### src/rtl/riscv_ex_mult_arbiter_pkg.sv
// Shared definitions for the EX-stage multiplier arbiter: FSM states and the multiplier operator encoding.
// Optional feature macro used by the arbiter files: RISCV_DIFT_TAG_EN.
package riscv_defines;

  localparam int MUL_OP_WIDTH = 3;

  localparam logic [MUL_OP_WIDTH-1:0] MUL_MAC32 = 3'b000;
  localparam logic [MUL_OP_WIDTH-1:0] MUL_MSU32 = 3'b001;
  localparam logic [MUL_OP_WIDTH-1:0] MUL_I     = 3'b010;
  localparam logic [MUL_OP_WIDTH-1:0] MUL_IR    = 3'b011;
  localparam logic [MUL_OP_WIDTH-1:0] MUL_DOT8  = 3'b100;
  localparam logic [MUL_OP_WIDTH-1:0] MUL_DOT16 = 3'b101;
  localparam logic [MUL_OP_WIDTH-1:0] MUL_H     = 3'b110;

  typedef enum logic [1:0] {
    IDLE = 2'd0,
    WAIT = 2'd1,
    RESP = 2'd2
  } ex_arb_state_t;

endpackage

### src/rtl/riscv_ex_mult_arbiter_if.sv
// Requester-side request/response bundle of the multiplier arbiter.
// RISCV_DIFT_TAG_EN adds per-requester operand taint tags and the response tag.
interface riscv_ex_mult_arbiter_if #(
  parameter int NUM_REQ    = 2,
  parameter int DATA_WIDTH = 32,
  parameter int OP_WIDTH   = riscv_defines::MUL_OP_WIDTH
);
  logic [NUM_REQ-1:0]                 req_valid_i;
  logic [NUM_REQ-1:0]                 req_ready_o;
  logic [NUM_REQ-1:0][OP_WIDTH-1:0]   req_op_i;
  logic [NUM_REQ-1:0][DATA_WIDTH-1:0] req_a_i;
  logic [NUM_REQ-1:0][DATA_WIDTH-1:0] req_b_i;
  logic [NUM_REQ-1:0][DATA_WIDTH-1:0] req_c_i;
  logic [NUM_REQ-1:0]                 rsp_valid_o;
  logic [NUM_REQ-1:0]                 rsp_ready_i;
  logic [DATA_WIDTH-1:0]              rsp_result_o;
  logic                               rsp_err_o;
`ifdef RISCV_DIFT_TAG_EN
  logic [NUM_REQ-1:0]                 req_a_tag_i;
  logic [NUM_REQ-1:0]                 req_b_tag_i;
  logic [NUM_REQ-1:0]                 req_c_tag_i;
  logic                               rsp_tag_o;
`endif

  modport master (
`ifdef RISCV_DIFT_TAG_EN
    output req_a_tag_i, req_b_tag_i, req_c_tag_i,
    input  rsp_tag_o,
`endif
    output req_valid_i, req_op_i, req_a_i, req_b_i, req_c_i, rsp_ready_i,
    input  req_ready_o, rsp_valid_o, rsp_result_o, rsp_err_o
  );

  modport slave (
`ifdef RISCV_DIFT_TAG_EN
    input  req_a_tag_i, req_b_tag_i, req_c_tag_i,
    output rsp_tag_o,
`endif
    input  req_valid_i, req_op_i, req_a_i, req_b_i, req_c_i, rsp_ready_i,
    output req_ready_o, rsp_valid_o, rsp_result_o, rsp_err_o
  );
endinterface

### src/rtl/riscv_ex_mult_arbiter_rr.sv
// Combinational round-robin picker: first request found searching upward from ptr_i+1 with wrap-around.
// Not affected by RISCV_DIFT_TAG_EN.
module riscv_rr_arbiter #(
  parameter int NUM_REQ = 2,
  parameter int IDX_W   = $clog2(NUM_REQ)
) (
  input  logic [NUM_REQ-1:0] req_i,
  input  logic [IDX_W-1:0]   ptr_i,
  output logic [NUM_REQ-1:0] gnt_o,
  output logic [IDX_W-1:0]   gnt_idx_o,
  output logic               gnt_any_o
);

  // cand[k] is the requester with the k-th highest priority this cycle
  logic [IDX_W-1:0] cand [NUM_REQ];

  generate
    for (genvar gi = 0; gi < NUM_REQ; gi++) begin : g_cand
      logic [IDX_W:0] sum;
      assign sum = {1'b0, ptr_i} + (IDX_W+1)'(gi + 1);
      assign cand[gi] = (sum >= (IDX_W+1)'(NUM_REQ)) ? IDX_W'(sum - (IDX_W+1)'(NUM_REQ))
                                                      : sum[IDX_W-1:0];
    end
  endgenerate

  always_comb begin
    gnt_o     = '0;
    gnt_idx_o = '0;
    gnt_any_o = 1'b0;
    for (int k = 0; k < NUM_REQ; k++) begin
      if (!gnt_any_o && req_i[cand[k]]) begin
        gnt_any_o        = 1'b1;
        gnt_o[cand[k]]   = 1'b1;
        gnt_idx_o        = cand[k];
      end
    end
  end

endmodule

### src/rtl/riscv_ex_mult_arbiter.sv
// Shares one iterative multiplier between NUM_REQ requesters with round-robin grant and a WAIT watchdog.
// Define RISCV_DIFT_TAG_EN to carry operand taint tags through to rsp_tag_o.
module riscv_ex_mult_arbiter
  import riscv_defines::*;
#(
  parameter int NUM_REQ    = 2,
  parameter int DATA_WIDTH = 32,
  parameter int OP_WIDTH   = MUL_OP_WIDTH,
  parameter int MAX_WAIT   = 64
) (
  input  logic                  clk,
  input  logic                  rst,
  riscv_ex_mult_arbiter_if.slave req_bus,
  output logic                  res_en_o,
  output logic [OP_WIDTH-1:0]   res_op_o,
  output logic [DATA_WIDTH-1:0] res_a_o,
  output logic [DATA_WIDTH-1:0] res_b_o,
  output logic [DATA_WIDTH-1:0] res_c_o,
  input  logic                  res_ready_i,
  input  logic [DATA_WIDTH-1:0] res_result_i,
  output logic                  res_ex_ready_o,
  output logic                  busy_o
);

  localparam int IDX_W = $clog2(NUM_REQ);
  localparam int CNT_W = (MAX_WAIT > 0) ? $clog2(MAX_WAIT + 1) : 1;

  ex_arb_state_t         state_reg, state_next;
  logic [IDX_W-1:0]      ptr_reg, owner_reg, gnt_idx;
  logic [NUM_REQ-1:0]    gnt_onehot;
  logic                  gnt_any;
  logic [OP_WIDTH-1:0]   op_reg;
  logic [DATA_WIDTH-1:0] a_reg, b_reg, c_reg, result_reg;
  logic                  err_reg;
  logic [CNT_W-1:0]      cnt_reg;
  logic                  timeout;
`ifdef RISCV_DIFT_TAG_EN
  logic                  tag_reg;
`endif

  riscv_rr_arbiter #(.NUM_REQ(NUM_REQ), .IDX_W(IDX_W)) u_rr (
    .req_i     (req_bus.req_valid_i),
    .ptr_i     (ptr_reg),
    .gnt_o     (gnt_onehot),
    .gnt_idx_o (gnt_idx),
    .gnt_any_o (gnt_any)
  );

  assign timeout = (MAX_WAIT != 0) && (cnt_reg == CNT_W'(MAX_WAIT - 1));

  always_ff @(posedge clk or posedge rst) begin
    if (rst) state_reg <= IDLE;
    else     state_reg <= state_next;
  end

  always_comb begin
    state_next          = state_reg;
    req_bus.req_ready_o = '0;
    req_bus.rsp_valid_o = '0;
    res_en_o            = 1'b0;
    res_ex_ready_o      = 1'b0;
    case (state_reg)
      IDLE: begin
        if (gnt_any) begin
          req_bus.req_ready_o = gnt_onehot;
          state_next          = WAIT;
        end
      end
      WAIT: begin
        res_en_o = 1'b1;
        // a result arriving on the timeout cycle still counts as a success
        if (res_ready_i) begin
          res_ex_ready_o = 1'b1;
          state_next     = RESP;
        end else if (timeout) begin
          state_next     = RESP;
        end
      end
      RESP: begin
        req_bus.rsp_valid_o[owner_reg] = 1'b1;
        if (req_bus.rsp_ready_i[owner_reg]) state_next = IDLE;
      end
      default: state_next = IDLE;
    endcase
  end

  always_ff @(posedge clk or posedge rst) begin
    if (rst) begin
      ptr_reg    <= IDX_W'(NUM_REQ - 1);
      owner_reg  <= '0;
      op_reg     <= '0;
      a_reg      <= '0;
      b_reg      <= '0;
      c_reg      <= '0;
      result_reg <= '0;
      err_reg    <= 1'b0;
      cnt_reg    <= '0;
`ifdef RISCV_DIFT_TAG_EN
      tag_reg    <= 1'b0;
`endif
    end else begin
      if (state_reg == IDLE && gnt_any) begin
        ptr_reg   <= gnt_idx;
        owner_reg <= gnt_idx;
        op_reg    <= req_bus.req_op_i[gnt_idx];
        a_reg     <= req_bus.req_a_i[gnt_idx];
        b_reg     <= req_bus.req_b_i[gnt_idx];
        c_reg     <= req_bus.req_c_i[gnt_idx];
`ifdef RISCV_DIFT_TAG_EN
        tag_reg   <= req_bus.req_a_tag_i[gnt_idx] | req_bus.req_b_tag_i[gnt_idx]
                   | req_bus.req_c_tag_i[gnt_idx];
`endif
      end
      if (state_reg == WAIT) begin
        if (res_ready_i) begin
          result_reg <= res_result_i;
          err_reg    <= 1'b0;
        end else if (timeout) begin
          result_reg <= '0;
          err_reg    <= 1'b1;
        end
      end
      if (state_reg == WAIT && state_next == WAIT) begin
        if (cnt_reg != {CNT_W{1'b1}}) cnt_reg <= cnt_reg + 1'b1;
      end else begin
        cnt_reg <= '0;
      end
    end
  end

  assign res_op_o             = op_reg;
  assign res_a_o              = a_reg;
  assign res_b_o              = b_reg;
  assign res_c_o              = c_reg;
  assign req_bus.rsp_result_o = result_reg;
  assign req_bus.rsp_err_o    = err_reg;
  assign busy_o               = (state_reg != IDLE);
`ifdef RISCV_DIFT_TAG_EN
  // an aborted op has unknown provenance, so it is always reported tainted
  assign req_bus.rsp_tag_o    = tag_reg | err_reg;
`endif

endmodule

### src/flat_wrapper.sv
// flat-port wrapper written by rule: the top's interface ports become plain ports
module riscv_ex_mult_arbiter_flat import riscv_defines::*;
#(
  parameter int NUM_REQ    = 2,
  parameter int DATA_WIDTH = 32,
  parameter int OP_WIDTH   = MUL_OP_WIDTH,
  parameter int MAX_WAIT   = 64
)
  (clk, rst, res_en_o, res_op_o, res_a_o, res_b_o, res_c_o, res_ready_i, res_result_i, res_ex_ready_o, busy_o, req_bus_req_valid_i, req_bus_req_op_i, req_bus_req_a_i, req_bus_req_b_i, req_bus_req_c_i, req_bus_rsp_ready_i, req_bus_req_ready_o, req_bus_rsp_valid_o, req_bus_rsp_result_o, req_bus_rsp_err_o);
  riscv_ex_mult_arbiter_if #(.NUM_REQ(NUM_REQ), .DATA_WIDTH(DATA_WIDTH), .OP_WIDTH(OP_WIDTH)) req_bus_i ();
  input  logic clk;
  input  logic rst;
  output logic res_en_o;
  output logic [OP_WIDTH-1:0] res_op_o;
  output logic [DATA_WIDTH-1:0] res_a_o;
  output logic [DATA_WIDTH-1:0] res_b_o;
  output logic [DATA_WIDTH-1:0] res_c_o;
  input  logic res_ready_i;
  input  logic [DATA_WIDTH-1:0] res_result_i;
  output logic res_ex_ready_o;
  output logic busy_o;
  input wire logic [$bits(req_bus_i.req_valid_i)-1:0] req_bus_req_valid_i;
  input wire logic [$bits(req_bus_i.req_op_i)-1:0] req_bus_req_op_i;
  input wire logic [$bits(req_bus_i.req_a_i)-1:0] req_bus_req_a_i;
  input wire logic [$bits(req_bus_i.req_b_i)-1:0] req_bus_req_b_i;
  input wire logic [$bits(req_bus_i.req_c_i)-1:0] req_bus_req_c_i;
  input wire logic [$bits(req_bus_i.rsp_ready_i)-1:0] req_bus_rsp_ready_i;
  output wire logic [$bits(req_bus_i.req_ready_o)-1:0] req_bus_req_ready_o;
  output wire logic [$bits(req_bus_i.rsp_valid_o)-1:0] req_bus_rsp_valid_o;
  output wire logic [$bits(req_bus_i.rsp_result_o)-1:0] req_bus_rsp_result_o;
  output wire logic [$bits(req_bus_i.rsp_err_o)-1:0] req_bus_rsp_err_o;
  assign req_bus_i.req_valid_i = req_bus_req_valid_i;
  assign req_bus_i.req_op_i = req_bus_req_op_i;
  assign req_bus_i.req_a_i = req_bus_req_a_i;
  assign req_bus_i.req_b_i = req_bus_req_b_i;
  assign req_bus_i.req_c_i = req_bus_req_c_i;
  assign req_bus_i.rsp_ready_i = req_bus_rsp_ready_i;
  assign req_bus_req_ready_o = req_bus_i.req_ready_o;
  assign req_bus_rsp_valid_o = req_bus_i.rsp_valid_o;
  assign req_bus_rsp_result_o = req_bus_i.rsp_result_o;
  assign req_bus_rsp_err_o = req_bus_i.rsp_err_o;
  riscv_ex_mult_arbiter #(.NUM_REQ(NUM_REQ), .DATA_WIDTH(DATA_WIDTH), .OP_WIDTH(OP_WIDTH), .MAX_WAIT(MAX_WAIT)) u_core (.clk(clk), .rst(rst), .req_bus(req_bus_i), .res_en_o(res_en_o), .res_op_o(res_op_o), .res_a_o(res_a_o), .res_b_o(res_b_o), .res_c_o(res_c_o), .res_ready_i(res_ready_i), .res_result_i(res_result_i), .res_ex_ready_o(res_ex_ready_o), .busy_o(busy_o));
endmodule
### config.mk
export PLATFORM = sky130hd
export DESIGN_NAME = riscv_ex_mult_arbiter_flat
export DESIGN_NICKNAME = d
export VERILOG_FILES = /design/src/rtl/riscv_ex_mult_arbiter_pkg.sv /design/src/rtl/riscv_ex_mult_arbiter_if.sv /design/src/rtl/riscv_ex_mult_arbiter_rr.sv /design/src/rtl/riscv_ex_mult_arbiter.sv /design/src/flat_wrapper.sv
export SDC_FILE = /design/constraint.sdc
export NUM_CORES = 1
export LEC_CHECK = 0
export CAP_MARGIN = 20
export CORE_MARGIN = 10
export CORE_UTILIZATION = 37
export CTS_CLUSTER_DIAMETER = 120
export DETAILED_ROUTE_END_ITERATION = 10
export GPL_ROUTABILITY_DRIVEN = 0
export HOLD_SLACK_MARGIN = 0.12
export PLACE_DENSITY = 0.8
export SYNTH_ARGS = -nofsm -noshare
export SYNTH_HDL_FRONTEND = slang
export SYNTH_SLANG_ARGS = --single-unit
### constraint.sdc
create_clock -name clk -period 4.3 [get_ports clk]
set_clock_uncertainty 0.15 [all_clocks]
set_input_delay 0.43 -clock clk [delete_from_list [all_inputs] [get_ports clk]]
set_output_delay 0.43 -clock clk [all_outputs]
set_load 0.01 [all_outputs]
======== After elaboration in Yosys (flattened, before gate mapping) ========
Index checks and enable logic that the tools add are counted.
storage, ports and cells
  logic and storage cells ................. 87
  bits in registers ....................... 143
  input port bits ......................... 237
  output and inout port bits .............. 139
operators by class
  reductions and logical operators ........ 11
  equality and inequality tests ........... 6
  order comparisons ....................... 9
  muxes and demuxes ....................... 45
  bitwise logic cells ..................... 1
  add/sub/neg operators ................... 5
operators with widths
  cell                                                                   number
  32-bit 2-to-1 mux                                                      8
  1-bit 2-to-1 mux                                                       20
  2-bit 2-to-1 mux                                                       9
  7-bit 2-to-1 mux                                                       2
  1-bit by 2-bit < comparator with 1-bit output (second input constant)  4
  7-bit by 1-bit adder with 7-bit output (second input constant)         1
  7-bit by 6-bit == test with 1-bit output (second input constant)       1
  7-bit != test (second input constant)                                  1
  1-bit logical AND                                                      6
  3-bit 2-to-1 mux                                                       2
  2-bit one-hot mux with 3 select lines                                  1
  2-bit by 1-bit == test with 1-bit output (second input constant)       2
  2-bit greater-or-equal comparator (second input constant)              2
  2-bit nonzero test                                                     2
  1-bit demux with 1-bit select                                          3
  1-bit greater-or-equal comparator (second input constant)              3
  1-bit by 1-bit adder with 2-bit output (second input constant)         1
  1-bit by 2-bit adder with 2-bit output (second input constant)         1
  2-bit == test (second input constant)                                  1
  2-bit logical NOT                                                      1
  2-bit != test (second input constant)                                  1
  2-bit bitwise OR                                                       1
  2-bit AND reduction                                                    1
  1-bit subtractor (second input constant)                               2
  1-bit logical NOT                                                      1

======== Longest topological paths before layout ========
  depth in word-level cells ............... 14
  mapped depth ............................ 6
  gate-level depth less buffers ........... 4

======== Modules after synthesis ========
A second synthesis with hierarchy kept.
unflattened totals
  cells, all modules ...................... 606
  area, all modules ....................... 6647.6 sq um
by module, submodules not included
  module                 times used  area an instance (sq um)  sequential area each (sq um)  cells each
  riscv_ex_mult_arbiter  1           6615.1                    3579.7                        601
  riscv_rr_arbiter       1           32.5                      0.0                           5

======== Least setup slack after synthesis ========
Ideal clock, no wire load.
  path type ............................... input to register
  from .................................... input req_bus_req_valid_i[1]
  to ...................................... register u_core.a_reg[0] (netlist: u_core.res_a_o[0])
  library setup time ...................... 0.125 ns
  data required time ...................... 4.025 ns
  data arrival time ....................... 1.506 ns
  buffers on the path ..................... 2
  cell stages on the path ................. 5
  slack ................................... 2.519 ns
  path through ............................ a21boi_2 > buf_12 > buf_6 > mux2_4 > mux2_4
between the ends
  word-level cells in the longest chain between the ends .. 8
  elaborated cells on any way between the ends .. 13
  classes of those cells .................. 10 x mux; 3 x reduce/logical
ends and longest elaborated chain
  element                                               RTL line                        RTL
  from (decl)                                           flat_wrapper.sv:22              input wire logic [$bits(req_bus_i.req_valid_i)-1:0] req_bus_req_valid_i;
  1-bit 2-to-1 mux (implied by the code) (2 in a row)   riscv_ex_mult_arbiter_rr.sv:31  if (!gnt_any_o && req_i[cand[k]]) begin
  1-bit 2-to-1 mux                                      riscv_ex_mult_arbiter_rr.sv:31
  1-bit logical NOT                                     riscv_ex_mult_arbiter_rr.sv:31
  1-bit logical AND                                     riscv_ex_mult_arbiter_rr.sv:31
  1-bit 2-to-1 mux                                      riscv_ex_mult_arbiter_rr.sv:31
  32-bit 2-to-1 mux (implied by the code) (2 in a row)  riscv_ex_mult_arbiter.sv:106    a_reg <= req_bus.req_a_i[gnt_idx];
  to (signal assigned)                                  riscv_ex_mult_arbiter.sv:106
  to (decl)                                             riscv_ex_mult_arbiter.sv:33     logic [DATA_WIDTH-1:0] a_reg, b_reg, c_reg, result_reg;
Several ways; a longest one is shown, not always the timed one. The select of a mux whose other input is x is not followed.
A chain may end at the register's enable or synchronous reset.

======== Final worst setup path ========
  from .................................... input req_bus_req_valid_i[1]
  to ...................................... output req_bus_req_ready_o[1]
between the ends
  word-level cells in the longest chain between the ends .. 8
  elaborated cells on any way between the ends .. 13
  classes of those cells .................. 10 x mux; 1 x bitwise; 2 x reduce/logical
ends and longest elaborated chain
  element                                                      RTL line                        RTL
  1-bit 2-to-1 mux (implied by the code) (2 in a row)          riscv_ex_mult_arbiter_rr.sv:31
  1-bit 2-to-1 mux                                             riscv_ex_mult_arbiter_rr.sv:31
  1-bit logical NOT                                            riscv_ex_mult_arbiter_rr.sv:31
  1-bit logical AND                                            riscv_ex_mult_arbiter_rr.sv:31
  2-bit 2-to-1 mux / 1-bit 2-to-1 mux (equally long branches)  riscv_ex_mult_arbiter_rr.sv:31
  2-bit 2-to-1 mux *                                           riscv_ex_mult_arbiter.sv:64     if (gnt_any) begin
  2-bit 2-to-1 mux *                                           riscv_ex_mult_arbiter.sv:62     case (state_reg)
  to (decl)                                                    flat_wrapper.sv:28              output wire logic [$bits(req_bus_i.req_ready_o)-1:0] req_bus_req_ready_o;
Mark *: on every way between the ends. The rest lies on a longest branch, timed or not. The select of a mux whose other input is x is not followed.

==> impl_metrics.yaml <==
place:
  dp_hpwl_mm: 19.29
  post_dp_cell_area_sq_um: 11660
  dp_slack_ps: 1340
  port_buffers: 375
cells_and_area:
  finalInstanceArea_sq_um: 12280
  antennaDiodeCount: 0
  layout_common_cells: "clkdlybuf4s50_1, mux2_4, dfrtp_1, inv_1, a22oi_1"
  regArea_sq_um: 3580
  drive_gt1_frac: 0.2713
  fillCellCount: 1645
  post-route-util: 0.5880
  final_common_cell: "clkdlybuf4s50_1"
  synthToLayoutAreaGrowth_pct: 57.71
  multi_input_area_sq_um: 3716
  final_nets: 1139
detailed_routing:
  vias_per_cell: 4.778
  first_iter_violations: 282
  wl_per_cell_um: 21.09
  route.detailed.drc: 0
  wirelength_mm: 25.07
  ant_nets: 0
  firstDrtPassIters: 4
  num_vias: 5681
power:
  leakagePower_nw: 5.535
  pwr_density_cell_nw_per_um2: 663.0
  irDropWorstVdd_v: 0.0002712
critical_path:
  path_depth: 4
  slowest_stage: "clkdlybuf4s50_1"
  slowest_delay_ps: 560
  cp_top_family: "buffers and inverters"
  crit_path_cell_trace: "clkdlybuf4s50_1 -> a21boi_4 -> and2_1 -> clkdlybuf4s50_1"
  crit_required_ps: 3720
  crit_path_frequent_cell: "clkdlybuf4s50_1"
  critPathBufInv: 2
  cp-end-kind: "primary output"
  crit_arrival_ps: 2330
  critPathMaxFanout: 13
  worst-setup-path-type: "primary input to primary output"
  rr_worst_depth: 4
  worstSetupStartpointType: "primary input"
outcome:
  status: "complete, no violations"
synth:
  synth_seq_cells: 143
  synth_cell_types: 39
  synth-edff-count: 0
  syn-instance-count: 527
  synth.avg_cell_area_sq_um: 14.78
  synth_flop_cell: "dfrtp_1"
  yosysSeqAreaShare: 0.4597
  ys_warn_count: 0
  syn-num-nets: 765
  async_flop_share: 1.000
  synth_area_sq_um: 7787
grt:
  grtUsageTotal: 0.1757
  met1_usage: 0.1957
  grt_max_degree: 78
  grt_pass1_wl_mm: 36.96
  busiest_layer: "met2"
  grtUsageMet2: 0.2963
  grt-ovfl-total: 0
  antenna_found_initial: 0
  grt_pass1_vias: 6240
  grt_use_met3: 0.07982
floorplan:
  io_pins: 376
  coreArea_sq_um: 20890
  die_w_um: 165.1
  initial_core_util: 0.3728
  fp-row-count: 53
  dieArea_sq_um: 27250
  die_h_um: 165.1
run:
  drv_cap: 0
timing:
  tightest_slew_ps: 795.8
  setup_viol: 0
  hold_viol_final: 0
  fmax_mhz: 344.0
  setup_tns_ps: 0
  relSlewSlack: 0.4695
  rsz0062_at_grt: "no"
  setup_slack_ps: 1393
  fin_crit_sh: 0.6760
  slew_viol_final: 0
  min_period_ps: 2907
clocking:
  cts_tree: "done"
  clk-insertion-delay-late_ps: 410
  post_cts_buffers: 0
  cts_sinks: 143
  cts_buffer_depth: 2
  path_clk_slew_ps: 60
  cts.htree.levels: 4
  cts_buffers: 17
  cts_root_buf: "clkbuf_16"
min_path:
  hold_path.class: "flip-flop to flip-flop"
  holdPathStages: 1
worst paths after layout:
check / end / slack (ps) / startpoint
worst min register to register: u_core.res_c_o[1]$_DFFE_PP0P_ / 360 / u_core.res_c_o[1]$_DFFE_PP0P_
max in group asynchronous: u_core.res_b_o[19]$_DFFE_PP0P_ / 2300 / rst
worst max-delay path: req_bus_req_ready_o[1] / 1390 / req_bus_req_valid_i[1]
min in group asynchronous: u_core.req_bus.rsp_result_o[11]$_DFFE_PP0P_ / 700 / rst
worst min-delay path: u_core.res_c_o[1]$_DFFE_PP0P_ / 360 / u_core.res_c_o[1]$_DFFE_PP0P_
worst max register to register: u_core.res_c_o[26]$_DFFE_PP0P_ / 1820 / u_core.state_reg[1]$_DFF_PP0_
per-stage QoR:
stage	hold WS, ps	std cells	power, W
floorplan	352.7	527	0.004776
global placement	340.9	1155	0.006613
detailed placement	343.5	1155	0.006713
CTS	364.5	1188	0.008242
global route	372.6	1189	0.008584
finish	360.5	1189	0.008143
cell families (layout without fill, tap and decap cells):
logic type               Yosys count  count (layout)  synth area share
AO/OA/AOI/OAI                     84              84           0.06989
adder cells (fa/ha/maj)            1               1          0.001606
buffers and inverters             70             457           0.06491
flip-flops                       143             143            0.4597
multiplexers                     198             198            0.3817
AND/OR/NAND/NOR                   31              31           0.02217
power by group:
group	switching [W]	leakage, nW	internal, W
Sequential	0.000450	1.67	0.00201
Clock	0.000635	0.278	0.000832
Combinational	0.00158	3.59	0.00263
Total	0.00267	5.53	0.00548
synth_stat cells, types with 4 or more instances:
cell type / instances / area (sq um)
o21ai_1: 30 / 150.1
buf_4: 8 / 60.06
nor3_1: 4 / 20.02
a22oi_1: 32 / 240.2
dfrtp_1: 142 / 3553
mux2_4: 198 / 2973
nand3_1: 4 / 20.02
a21oi_1: 4 / 20.02
nand2_1: 4 / 15.01
inv_1: 36 / 135.1
nor2_1: 4 / 15.01
buf_12: 11 / 220.2
o21ai_0: 4 / 20.02
buf_2: 6 / 30.03
layout make-up:
| class | count | area share |
|---|---|---|
| Inverter | 36 | 0.01131 |
| Multi-Input combinational cell | 314 | 0.3026 |
| Clock buffer | 18 | 0.03576 |
| Timing Repair Buffer | 389 | 0.3191 |
| Sequential cell | 143 | 0.2915 |
| Tap cell | 275 | 0.02802 |
| Clock inverter | 14 | 0.01182 |
per-layer routing:
| metal | part of all wire | up-vias | wire length [um] |
|---|---|---|---|
| met4 | 0.018 | 0 | 442 |
| met5 | 0 | - | 0 |
| li1 | - | 2629 | - |
| met2 | 0.49 | 266 | 12390 |
| met1 | 0.38 | 2761 | 9608 |
| met3 | 0.10 | 25 | 2632 |
what timing repair did:
| action | 4_1_cts | 5_1_grt |
|---|---|---|
| resized for setup | 0 | 0 |
| hold buffers | 1 | 0 |
| hold endpoints to repair | 4 | 0 |
Note: power is estimated with default switching activity, not from simulation.
